===== src/rtl/uart_pkg.sv =====
// rtl/uart_pkg.sv - shared constants, FSM state type and baud helper for the UART receiver
// Contents:
//   PAR_NONE / PAR_EVEN / PAR_ODD  parity mode encodings
//   rx_state_t                     receiver FSM states
//   clks_per_bit(freq, baud)       clock cycles per line bit (integer divide)
package uart_pkg;

  localparam int PAR_NONE = 0;
  localparam int PAR_EVEN = 1;
  localparam int PAR_ODD  = 2;

  typedef enum logic [2:0] {
    ST_IDLE,
    ST_START,
    ST_DATA,
    ST_PARITY,
    ST_STOP
  } rx_state_t;

  function automatic int clks_per_bit(input int freq, input int baud);
    return freq / baud;
  endfunction

endpackage


===== src/rtl/uart_rx_sample.sv =====
// rtl/uart_rx_sample.sv - RX pin synchroniser and 3-tap majority voter
// Ports:
//   clock         in   system clock
//   reset_n       in   asynchronous active-low reset
//   input_stream  in   raw serial line, idle high, asynchronous to clock
//   rx_s          out  synchronised line, 2 cycles behind the pin
//   sample_bit    out  majority of rx_s over the current and two previous cycles
module uart_rx_sample
  import uart_pkg::*;
(
  input  logic clock,
  input  logic reset_n,
  input  logic input_stream,
  output logic rx_s,
  output logic sample_bit
);

  logic       meta;
  logic [1:0] hist;

  // All taps reset high so an idle line never looks like a start bit.
  always_ff @(posedge clock or negedge reset_n) begin
    if (!reset_n) begin
      meta <= 1'b1;
      rx_s <= 1'b1;
      hist <= 2'b11;
    end else begin
      meta <= input_stream;
      rx_s <= meta;
      hist <= {hist[0], rx_s};
    end
  end

  // The receiver consumes this when its bit counter is at MID+1, so the three
  // taps are rx_s at counter values MID+1, MID and MID-1.
  assign sample_bit = (rx_s & hist[0]) | (rx_s & hist[1]) | (hist[0] & hist[1]);

endmodule


===== src/rtl/uart_rx_param.sv =====
// rtl/uart_rx_param.sv - parametrised UART receiver with valid/ready output and error pulses
// Ports:
//   clock         in   system clock
//   reset_n       in   asynchronous active-low reset
//   input_stream  in   raw serial line, idle high
//   data_out      out  received word (DATA_BITS), held while data_valid=1
//   data_valid    out  data_out holds an unconsumed word
//   data_ready    in   consumer accepts the word when data_valid=1
//   parity_err    out  one-cycle pulse, parity mismatch, frame dropped
//   frame_err     out  one-cycle pulse, a stop bit sampled 0, frame dropped
//   overrun       out  one-cycle pulse, good frame arrived while a word was pending
//   busy          out  FSM is not idle
module uart_rx_param
  import uart_pkg::*;
#(
  parameter int CLK_FREQ  = 25000000,
  parameter int BAUD      = 9600,
  parameter int DATA_BITS = 8,
  parameter int PARITY    = 0,
  parameter int STOP_BITS = 1
) (
  input  logic                 clock,
  input  logic                 reset_n,
  input  logic                 input_stream,
  output logic [DATA_BITS-1:0] data_out,
  output logic                 data_valid,
  input  logic                 data_ready,
  output logic                 parity_err,
  output logic                 frame_err,
  output logic                 overrun,
  output logic                 busy
);

  localparam int CPB = clks_per_bit(CLK_FREQ, BAUD);
  localparam int MID = CPB / 2;
  localparam int CW  = $clog2(CPB);

  if (CPB < 8) begin : g_bad_cpb
    $error("uart_rx_param: CLK_FREQ/BAUD must be at least 8");
  end
  if (DATA_BITS < 5 || DATA_BITS > 9) begin : g_bad_width
    $error("uart_rx_param: DATA_BITS must be 5..9");
  end
  if (PARITY != PAR_NONE && PARITY != PAR_EVEN && PARITY != PAR_ODD) begin : g_bad_parity
    $error("uart_rx_param: PARITY must be 0, 1 or 2");
  end
  if (STOP_BITS != 1 && STOP_BITS != 2) begin : g_bad_stop
    $error("uart_rx_param: STOP_BITS must be 1 or 2");
  end

  logic rx_s;
  logic sample_bit;

  uart_rx_sample u_sample (
    .clock        (clock),
    .reset_n      (reset_n),
    .input_stream (input_stream),
    .rx_s         (rx_s),
    .sample_bit   (sample_bit)
  );

  rx_state_t            state, state_n;
  logic [CW-1:0]        cnt, cnt_n;
  logic [3:0]           bit_idx, bit_n;
  logic [DATA_BITS-1:0] shreg, shreg_n;
  logic                 par_bad, par_bad_n;
  logic                 stop_bad, stop_bad_n;
  logic                 hold, hold_n;
  logic                 tick;
  logic                 done;
  logic                 frame_bad;
  logic [DATA_BITS-1:0] dout_n;
  logic                 dv_n, pe_n, fe_n, ov_n;

  always_ff @(posedge clock or negedge reset_n) begin
    if (!reset_n) begin
      state      <= ST_IDLE;
      cnt        <= '0;
      bit_idx    <= '0;
      shreg      <= '0;
      par_bad    <= 1'b0;
      stop_bad   <= 1'b0;
      hold       <= 1'b0;
      data_out   <= '0;
      data_valid <= 1'b0;
      parity_err <= 1'b0;
      frame_err  <= 1'b0;
      overrun    <= 1'b0;
    end else begin
      state      <= state_n;
      cnt        <= cnt_n;
      bit_idx    <= bit_n;
      shreg      <= shreg_n;
      par_bad    <= par_bad_n;
      stop_bad   <= stop_bad_n;
      hold       <= hold_n;
      data_out   <= dout_n;
      data_valid <= dv_n;
      parity_err <= pe_n;
      frame_err  <= fe_n;
      overrun    <= ov_n;
    end
  end

  always_comb begin
    state_n    = state;
    // The counter free-runs modulo CPB once a frame starts; it is cleared on
    // START entry, so every bit decision after the start bit lands exactly
    // CPB cycles after the previous one at counter value MID+1.
    cnt_n      = (cnt == CW'(CPB - 1)) ? '0 : cnt + CW'(1);
    bit_n      = bit_idx;
    shreg_n    = shreg;
    par_bad_n  = par_bad;
    stop_bad_n = stop_bad;
    hold_n     = hold;
    done       = 1'b0;
    frame_bad  = 1'b0;
    tick       = (cnt == CW'(MID + 1));

    case (state)
      ST_IDLE: begin
        cnt_n      = '0;
        bit_n      = '0;
        par_bad_n  = 1'b0;
        stop_bad_n = 1'b0;
        // After a framing error the line may sit low (break); wait for it to
        // return high before a falling level can start a new frame.
        if (hold) begin
          if (rx_s) hold_n = 1'b0;
        end else if (!rx_s) begin
          state_n = ST_START;
        end
      end
      ST_START: begin
        if (tick) state_n = sample_bit ? ST_IDLE : ST_DATA;
      end
      ST_DATA: begin
        if (tick) begin
          shreg_n = {sample_bit, shreg[DATA_BITS-1:1]};
          if (bit_idx == 4'(DATA_BITS - 1)) begin
            bit_n   = '0;
            state_n = (PARITY != PAR_NONE) ? ST_PARITY : ST_STOP;
          end else begin
            bit_n = bit_idx + 4'd1;
          end
        end
      end
      ST_PARITY: begin
        if (tick) begin
          par_bad_n = (((^shreg) ^ sample_bit) != (PARITY == PAR_ODD));
          state_n   = ST_STOP;
        end
      end
      ST_STOP: begin
        if (tick) begin
          if (!sample_bit) stop_bad_n = 1'b1;
          if (bit_idx == 4'(STOP_BITS - 1)) begin
            done      = 1'b1;
            frame_bad = stop_bad | ~sample_bit;
            hold_n    = frame_bad;
            bit_n     = '0;
            state_n   = ST_IDLE;
          end else begin
            bit_n = bit_idx + 4'd1;
          end
        end
      end
      default: state_n = ST_IDLE;
    endcase
  end

  // Completion and handshake. A consume in the same cycle as a good frame
  // frees the slot, so the new word loads without an overrun.
  always_comb begin
    dout_n = data_out;
    dv_n   = data_valid & ~data_ready;
    pe_n   = 1'b0;
    fe_n   = 1'b0;
    ov_n   = 1'b0;
    if (done) begin
      if (frame_bad) begin
        fe_n = 1'b1;
      end else if (par_bad) begin
        pe_n = 1'b1;
      end else if (dv_n) begin
        ov_n = 1'b1;
      end else begin
        dout_n = shreg;
        dv_n   = 1'b1;
      end
    end
  end

  assign busy = (state != ST_IDLE);

endmodule


===== config.mk =====
export PLATFORM = sky130hd
export DESIGN_NAME = uart_rx_param
export DESIGN_NICKNAME = d
export VERILOG_FILES = /design/src/rtl/uart_pkg.sv /design/src/rtl/uart_rx_sample.sv /design/src/rtl/uart_rx_param.sv
export SDC_FILE = /design/constraint.sdc
export NUM_CORES = 1
export LEC_CHECK = 0
export CAP_MARGIN = 20
export CORE_ASPECT_RATIO = 0.9
export CORE_UTILIZATION = 44
export CTS_CLUSTER_DIAMETER = 80
export DETAILED_ROUTE_END_ITERATION = 10
export PLACE_DENSITY = 0.63
export REMOVE_ABC_BUFFERS = 1
export SYNTH_ARGS = -nofsm -noshare
export SYNTH_HDL_FRONTEND = slang
export SYNTH_SLANG_ARGS = --single-unit

===== constraint.sdc =====
create_clock -name clock -period 2 [get_ports clock]
set_input_delay 0.5 -clock clock [delete_from_list [all_inputs] [get_ports clock]]
set_output_delay 0.5 -clock clock [all_outputs]
set_load 0.03 [all_outputs]

==> reports/results.tsv, run 1 <==
stage	metric	value	unit
outcome	outcome	completed	
timing	Worst-Margin Slew	0.5740	ns
logic_synthesis	Post-synth EDFFs	0	
power_and_ir_drop	Pint	1.322	mW
timing	Final min period	1.878	ns
logic_synthesis	Yosys top cell area share	45.28	%
logic_synthesis	main area contributors after synthesis	dfrtp_1 45%, mux2_2 8.2%, xnor2_1 4.9%	
grt	initial antenna violation count	0	
routing	antenna-violating nets left	0	
finish	n_diodes	0	
clock_network	clock latency at the later pin of the worst-skew pair	0.30	ns
power_and_ir_drop	maximum vdd drop	0.0004833	V
setup_path	Crit Path Max Fanout	8	
power_and_ir_drop	P per Cell Area	572.6	mW/mm^2
timing	Fin Clk Skew	0.01322	ns
grt	Global Route Usage Sum	19.38	%
clock_network	CTS Buf Count	5	
die	Ports	17	
logic_synthesis	syn_area_per_cell	11.16	sq um
power_and_ir_drop	Clk pwr share	41.8	%
timing	unrepaired setup endpoints after global routing	false	
die	core footprint	0.004955	sq mm
die	Starting Density	46.84	%
setup_path	startpoint types	register	
clock_network	CTS max path bufs	2	
power_and_ir_drop	Leak Pwr	1.274	nW
setup_path	Arr. time, crit path	2.08	ns
timing	worst setup margin	0.1218	ns
setup_path	Reg2Reg Launch Point	cnt[1]$_DFF_PN0_	
finish	Reg area	0.001156	sq mm
hold_path	Hold Path Class	in2async	
finish	multi-input logic area	0.001131	sq mm
logic_synthesis	Syn Inst Count	208	
clock_network	clk root buf	clkbuf_8	
setup_path	endpoint class of the critical path	register	
setup_path	R2R cell count	6	
grt	total gr overflow	0	
routing	DR vias	1762	
timing	Hold Vio Cnt, Final	0	
routing	WL per Instance	14.54	um
power_and_ir_drop	Pwr Total	1.678	mW
grt	largest net degree at the start of global routing	47	
logic_synthesis	most numerous cell in the Yosys netlist	dfrtp_1	
place	post-DP HPWL	3.369	mm
routing	DR pass1 iterations	4	
clock_network	clock-pin slew on the worst setup and hold paths	0.10	ns
grt	vias in the first global route	1747	
die	site row count	24	
power_and_ir_drop	Sequential Power Share	56.1	%
place	worst slack, placed	-0.06366	ns
setup_path	capturing point of the worst reg2reg path	data_out[7]$_DFFE_PN0P_	
timing	Worst slew margin	61.73	%
place	gpl congestion	0.8634	
clock_network	Clock H-tree levels	2	
finish	P&R area growth vs syn	26.25	%
logic_synthesis	Top FF cell, synth	dfrtp_1	
routing	DRC Markers	0	
logic_synthesis	Yosys warnings	0	
timing	Setup-failing EPs final	0	
finish	Finished Cell Area	0.002930	sq mm
routing	vias per cell	5.438	
die	die height	70.90	um
logic_synthesis	synthesized flop and latch total	46	
timing	period utilization	93.91	%
die	Die Wd	78.56	um
place	Placed Area	0.002789	sq mm
timing	Slew Viols, Final	0	
finish	layout cell share with drive strength beyond 1	28.96	%
clock_network	CTS tree	done	
place	port buffer count	16	
logic_synthesis	sequential cell area fraction in the yosys report	49.81	%
routing	DR iter-0 viols	110	
flow_run	Max Cap Viol	0	
power_and_ir_drop	Sw Pwr	0.3560	mW
logic_synthesis	synthesized area	0.002321	sq mm
finish	FILL cells	437	
setup_path	Worst R2R Setup Slack	0.12	ns
timing	hold_ws	0.2728	ns
setup_path	Critical Path RT	2.20	ns
routing	total routed wirelength	4.711	mm
logic_synthesis	ys async rst share	100.0	%
logic_synthesis	Post-synth top cells	42 x dfrtp_1, 22 x nor2_1, 17 x mux2_2	
die	die area	0.005570	sq mm
timing	maximum clock rate	532.4	MHz
logic_synthesis	Yosys top cell by area	dfrtp_1	
grt	global-route wire length before repair	8.273	mm
clock_network	CTS Sinks	46	
clock_network	Post-CTS Hold Fix Bufs	0	
setup_path	kind of critical path	reg2reg	
power_and_ir_drop	Sw Share	21.22	%
power_and_ir_drop	Gate power share	2.2	%
logic_synthesis	Netlist cell types	49	
finish	Layout Nets	265	
-- power by group through the flow --
| stage | Clock, mW | Sequential (mW) | Combinational [mW] |
|---|---|---|---|
| 6_report | 0.701 | 0.941 | 0.0364 |
| 5_1_grt | 0.760 | 0.942 | 0.0417 |
| 4_1_cts | 0.723 | 0.941 | 0.0386 |
| 3_5_place_dp | 0 | 0.959 | 0.0385 |
| 3_3_place_gp | 0 | 0.959 | 0.0387 |
| 2_1_floorplan | 0 | 0.958 | 0.00955 |
-- metal layers --
| metal | global-route usage, % | vias up | wire, um |
|---|---|---|---|
| met2 | 30.05 | 34 | 2217 |
| li1 | - | 851 | - |
| met3 | 3.484 | 7 | 153 |
| met1 | 26.97 | 870 | 2263 |
| met4 | 7.819 | 0 | 75 |
| met5 | 0 | - | 0 |
-- worst max-delay path: stages (launching register included) --
cell,delay (ns)
dfrtp_1,0.36
ha_1,0.20
and4bb_2,0.29
nand3_4,0.12
nor4b_4,0.30
buf_6,0.17
mux2_2,0.34
-- per-stage QoR --
step / instances / util (%) / TNS (ns)
2_1_floorplan: 201 / - / -0.4955
3_3_place_gp: 315 / 56.29 / -0.2127
3_5_place_dp: 315 / 56.29 / -0.4800
4_1_cts: 323 / 58.94 / 0
5_1_grt: 324 / 59.14 / 0
6_report: 324 / 59.14 / 0
-- state kept, by name, summed over array words and instances, names as in the netlist, 2 cells and up --
| name | flops |
|---|---|
| data_out | 8 |
| u_sample.hist | 2 |
| state | 3 |
| cnt | 12 |
| shreg | 8 |
| bit_idx | 4 |
-- logic make-up after synthesis --
kind of cell	after synthesis	share of synthesized area (%)
compound gates	22	6.955
xor+xnor	18	7.385
fa+ha+maj	4	2.049
buf+inv	13	2.210
flops	46	49.81
mux	21	9.973
simple gates	84	21.62
-- repair_timing --
action | 4_1_cts | 5_1_grt
buffers inserted | 0 | 1
endpoints found under the hold margin | 0 | 0
endpoints found under the setup margin | 9 | 9
pin swaps | 0 | 4
resized for setup | 4 | 3
-- worst max-delay path by stage --
stage,depth (start not counted),startpoint,slack (ns),endpoint
after global placement,7,bit_idx[0]$_DFFE_PN0P_,-0.03,data_out[0]$_DFFE_PN0P_
after CTS,7,bit_idx[1]$_DFFE_PN0P_,0.01,data_out[7]$_DFFE_PN0P_
after floorplan,5,cnt[0]$_DFF_PN0_,-0.06,data_out[0]$_DFFE_PN0P_
final,6,cnt[1]$_DFF_PN0_,0.12,data_out[7]$_DFFE_PN0P_
after detailed placement,7,bit_idx[1]$_DFFE_PN0P_,-0.06,data_out[7]$_DFFE_PN0P_
after global routing,7,bit_idx[1]$_DFFE_PN0P_,0.007,data_out[7]$_DFFE_PN0P_
-- cells in the final DEF (no fill, tap or decap), types with 3 or more instances in the layout --
cell             count
mux2_2              17
mux2i_1              4
nor2_1              22
nor4b_1              3
inv_1                4
dfstp_2              4
dfrtp_1             42
clkdlybuf4s50_1     14
nand3_1             11
buf_4               32
nor4_1               4
nand2_1             13
clkbuf_8             5
a21oi_1              4
xnor2_1             13
xor2_1               4
nand4_1             10
-- final cells by class --
class                      count  area share [%]
timing repair buffer          50           14.52
clock inverter                 3           1.537
clock buffer                   5           2.348
multi-input combinational    149           38.60
inverter                       6          0.7686
sequential                    46           39.45
tap                           65           2.775
Note: power is estimated with default switching activity, not from simulation.
==> run 2: changes to the inputs <==
CORE_UTILIZATION = 52   (was 44)
PLACE_DENSITY = 0.73   (was 0.63)
==> run 2 against run 1 <==
  * Via count up 2.3%
  * Combinational power increased by 8.2%
  * Non-clock buffer count decreased by 2
  * Critical endpoint is now data_out[4]$_DFFE_PN0P_
  * Largest power group unchanged
  * Highest routed layer unchanged
==> reports/results.tsv, run 2 (synthesis results as in run 1) <==
stage	metric	value	unit
outcome	outcome	completed	
setup_path	startpoint types	register	
grt	vias in the first global route	1765	
setup_path	worst path buffer plus inverter count	1	
die	die area	0.004735	sq mm
clock_network	Post-CTS Hold Fix Bufs	0	
finish	max reg flops	12	
timing	period utilization	97.38	%
place	port buffer count	16	
power_and_ir_drop	P per Cell Area	562.6	mW/mm^2
setup_path	Critical Path RT	2.18	ns
finish	Layout Nets	263	
finish	Finished Cell Area	0.002903	sq mm
setup_path	Worst path max stage delay	0.36	ns
clock_network	clock-pin slew on the worst setup and hold paths	0.08	ns
die	Starting Density	55.47	%
timing	Worst-Margin Slew	0.4422	ns
flow_run	Max Cap Viol	0	
finish	Largest Register	cnt	
die	site row count	22	
routing	DRC Markers	0	
die	die height	65.38	um
routing	DR iter-0 viols	128	
grt	Global Route Usage Sum	24.65	%
clock_network	CTS Buf Count	5	
timing	worst setup margin	0.05248	ns
grt	total gr overflow	0	
setup_path	Crit Path Max Fanout	8	
clock_network	clk root buf	clkbuf_8	
grt	initial antenna violation count	0	
setup_path	Worst R2R Setup Slack	0.05	ns
timing	Setup-failing EPs final	0	
clock_network	CTS Sinks	46	
timing	Final min period	1.948	ns
routing	vias per cell	5.685	
finish	largest registers	cnt (12), data_out (8), shreg (8)	
grt	global-route wire length before repair	8.625	mm
setup_path	capturing point of the worst reg2reg path	data_out[4]$_DFFE_PN0P_	
setup_path	kind of critical path	reg2reg	
timing	Fin Clk Skew	0.008900	ns
die	core footprint	0.004184	sq mm
setup_path	CP Cell Sequence	ha_1 -> and4bb_2 -> nand3_4 -> nor4b_4 -> buf_6 -> mux2_2	
power_and_ir_drop	maximum vdd drop	0.0003027	V
setup_path	Stages on worst setup path	6	
timing	hold_ws	0.1452	ns
finish	n_diodes	0	
grt	largest net degree at the start of global routing	22	
clock_network	CTS tree	done	
setup_path	slowest stage cell, crit path	dfrtp_1	
routing	DR vias	1802	
clock_network	Clock H-tree levels	2	
hold_path	Hold Path Class	in2async	
routing	total routed wirelength	5.193	mm
setup_path	R2R cell count	6	
setup_path	Arr. time, crit path	2.13	ns
timing	unrepaired setup endpoints after global routing	false	
timing	Hold Vio Cnt, Final	0	
finish	layout cell share with drive strength beyond 1	28.79	%
setup_path	critical path's top delay family	simple AND/OR/NAND/NOR gates	
clock_network	clock latency at the later pin of the worst-skew pair	0.30	ns
setup_path	CP startpoint	cnt[0]$_DFF_PN0_	
place	worst slack, placed	-0.04945	ns
routing	WL per Instance	16.38	um
routing	antenna-violating nets left	0	
finish	most frequent cells in the layout	41 x dfrtp_1, 31 x buf_4, 22 x nor2_1	
finish	most common cell after layout, fill and taps aside	dfrtp_1	
place	Placed Area	0.002755	sq mm
place	gpl congestion	0.8863	
setup_path	crit path capture	data_out[4]$_DFFE_PN0P_	
timing	maximum clock rate	513.5	MHz
power_and_ir_drop	Leak Pwr	1.267	nW
setup_path	endpoint class of the critical path	register	
power_and_ir_drop	Pwr Total	1.633	mW
timing	Slew Viols, Final	0	
die	Ports	17	
place	post-DP HPWL	3.675	mm
die	Die Wd	72.42	um
finish	P&R area growth vs syn	25.07	%
finish	fin util	69.38	%
setup_path	Reg2Reg Launch Point	cnt[0]$_DFF_PN0_	
routing	DR pass1 iterations	4	
clock_network	CTS max path bufs	2	
timing	Worst slew margin	69.75	%
-- run 2: worst reg2reg max path, delay by kind of cell (launching register included) --
family        cells  cell delay [ns]
simple gates      3             0.73
flops             1             0.36
mux               1             0.34
fa+ha+maj         1             0.22
buf+inv           1             0.17
-- run 2: repair_timing --
| action | in CTS | in global routing |
|---|---|---|
| gates resized for setup | 3 | 6 |
| buffers inserted | 0 | 1 |
| endpoints found under the hold margin | 0 | 0 |
| pin swaps | 0 | 1 |
| setup endpoints to repair | 9 | 14 |
-- run 2: report_power, final --
group / internal, mW / total (mW) / switching, mW
Combinational: 0.0143 / 0.0394 / 0.0251
Sequential: 0.937 / 0.940 / 0.00374
Clock: 0.349 / 0.653 / 0.304
-- run 2: worst min path at each step --
stage / start / slack, ns / endpoint
6_report: reset_n / 0.15 / hold$_DFFE_PN0P_
5_1_grt: reset_n / 0.17 / state[0]$_DFFE_PN0P_
4_1_cts: reset_n / 0.15 / bit_idx[3]$_DFFE_PN0P_
3_5_place_dp: u_sample.meta$_DFF_PN1_ / 0.35 / u_sample.rx_s$_DFF_PN1_
3_3_place_gp: u_sample.meta$_DFF_PN1_ / 0.35 / u_sample.rx_s$_DFF_PN1_
2_1_floorplan: reset_n / 0.20 / bit_idx[0]$_DFFE_PN0P_
-- run 2: routing by layer --
metal  wire length (um)  vias to the layer above  share of wire (%)  GRT usage [%]
met2               2425                       62                 47          37.85
met3                274                       12                5.3          5.061
met5                  0                        -                  0              0
met1               2384                      879                 46          33.80
met4                110                        0                2.1          10.78
li1                   -                      849                  -              -
-- run 2: cell type report --
cell class | instances | area [sq um]
fillers | 308 | 1281
flip-flops and latches | 46 | 1157
multi-input cells | 149 | 1140
repair buffers | 48 | 397.9
clock buffers | 8 | 110.1
well taps | 60 | 75.07
inverters | 6 | 22.52
-- run 2: per-stage QoR --
stage / TNS, ns / std cells
after global placement: -0.05436 / 308
after detailed placement: -0.3342 / 308
after global routing: 0 / 317
after floorplan: -0.4955 / 201
final: 0 / 317
after CTS: 0 / 316
==> run 3: changes to the inputs <==
SKIP_CTS_REPAIR_TIMING = 1   (was unset)
==> run 3 against run 2 <==
  * Critical path depth unchanged
  * Global-route usage shrank 0.067 points
  * Critical path type unchanged
  * Sequential share of layout area rose by 0.086 points
==> reports/results.tsv, run 3 (synthesis results as in run 1) <==
stage	metric	value	unit
outcome	outcome	completed	
grt	Global Route Usage Sum	24.58	%
timing	Worst slew margin	69.29	%
clock_network	CTS max path bufs	2	
flow_run	Max Cap Viol	0	
timing	maximum clock rate	513.0	MHz
timing	hold_ws	0.1419	ns
die	die area	0.004735	sq mm
setup_path	kind of critical path	reg2reg	
grt	GR Util met3	5.061	%
grt	routing usage on met1	33.70	%
grt	met2 Resource Use GR	37.73	%
timing	period utilization	97.46	%
setup_path	Critical Path RT	2.18	ns
die	core footprint	0.004184	sq mm
finish	Layout Nets	262	
finish	n_diodes	0	
finish	most common cell after layout, fill and taps aside	dfrtp_1	
setup_path	CP startpoint	cnt[0]$_DFF_PN0_	
power_and_ir_drop	Pwr Total	1.636	mW
timing	TNS Setup	0	ns
hold_path	Hold Path Class	in2async	
timing	Setup-failing EPs final	0	
clock_network	clk root buf	clkbuf_8	
place	gpl congestion	0.8863	
finish	multi-input logic area	0.001137	sq mm
die	site row count	22	
finish	P&R area growth vs syn	24.80	%
finish	Reg area	0.001157	sq mm
clock_network	CTS tree	done	
finish	Largest Register	cnt	
routing	DR iter-0 viols	144	
timing	Slew Viols, Final	0	
finish	largest registers	cnt (12), data_out (8), shreg (8)	
timing	Worst-Margin Slew	0.4490	ns
routing	DR pass1 iterations	4	
finish	most frequent cells in the layout	41 x dfrtp_1, 30 x buf_4, 22 x nor2_1	
grt	largest net degree at the start of global routing	22	
clock_network	clock latency at the later pin of the worst-skew pair	0.30	ns
routing	total routed wirelength	5.225	mm
setup_path	Arr. time, crit path	2.13	ns
place	worst slack, placed	-0.04945	ns
power_and_ir_drop	Leak Pwr	1.263	nW
grt	total gr overflow	0	
place	port buffer count	16	
setup_path	Reg2Reg Launch Point	cnt[0]$_DFF_PN0_	
clock_network	clock-pin slew on the worst setup and hold paths	0.08	ns
routing	DR vias	1816	
setup_path	Crit Path Max Fanout	8	
timing	Fin Clk Skew	0.008756	ns
setup_path	endpoint class of the critical path	register	
power_and_ir_drop	maximum vdd drop	0.0003028	V
die	Die Wd	72.42	um
finish	fin util	69.23	%
clock_network	Clock H-tree levels	2	
routing	WL per Instance	16.53	um
timing	Final min period	1.949	ns
finish	FILL cells	307	
routing	antenna-violating nets left	0	
setup_path	startpoint types	register	
finish	layout cell share with drive strength beyond 1	27.73	%
routing	vias per cell	5.747	
die	Ports	17	
die	Starting Density	55.47	%
power_and_ir_drop	P per Cell Area	564.7	mW/mm^2
clock_network	CTS Sinks	46	
grt	vias in the first global route	1765	
setup_path	R2R cell count	6	
timing	worst setup margin	0.05080	ns
clock_network	CTS Buf Count	5	
grt	Top Usage Layer GRT	met2	
die	die height	65.38	um
grt	global-route wire length before repair	8.604	mm
place	post-DP HPWL	3.675	mm
routing	DRC Markers	0	
timing	Hold Vio Cnt, Final	0	
finish	max reg flops	12	
grt	initial antenna violation count	0	
-- run 3: cell count changes in the layout (fill, tap and decap cells not counted) --
cell / previous run / this run
inv_1: 5 / 6
inv_2: 1 / 0
ha_1: 2 / 3
dlymetal6s2s_1: 0 / 1
dlygate4sd2_1: 1 / 0
ha_2: 1 / 0
buf_4: 31 / 30
-- run 3: final cells by class --
type / count / area share [%]
flip-flops and latches: 46 / 39.96
well taps: 60 / 2.592
multi-input cells: 149 / 39.27
repair buffers: 47 / 13.61
clock buffers: 8 / 3.801
inverters: 6 / 0.7775
-- run 3: per-stage QoR --
step                      instance area (sq um)  instances
after floorplan                            2292        201
after global placement                     2755        308
after detailed placement                   2755        308
after CTS                                  2865        316
after global routing                       2897        316
final                                      2897        316
-- run 3: worst paths after layout --
path	to	slack, ns
max in group asynchronous	data_out[4]$_DFFE_PN0P_	1.27
worst min register to register	u_sample.rx_s$_DFF_PN1_	0.36
min in group clock	u_sample.rx_s$_DFF_PN1_	0.36
worst max register to register	data_out[4]$_DFFE_PN0P_	0.05
worst max-delay path	data_out[4]$_DFFE_PN0P_	0.05
worst min-delay path	state[0]$_DFFE_PN0P_	0.14
-- run 3: layer usage --
metal,up-vias,part of all wire (%)
met2,59,47
met1,898,47
met3,12,4.8
li1,847,-
met4,0,2.1
met5,-,0
-- run 3: worst max-delay path: stages, from the launching register on --
cell	delay [ns]
dfrtp_1	0.36
ha_1	0.21
and4bb_2	0.29
nand3_4	0.13
nor4b_4	0.31
buf_6	0.17
mux2_2	0.34
-- run 3: power breakdown --
group          switching (mW)  internal (mW)
Combinational          0.0251         0.0143
Clock                   0.307          0.349
Sequential            0.00372          0.937
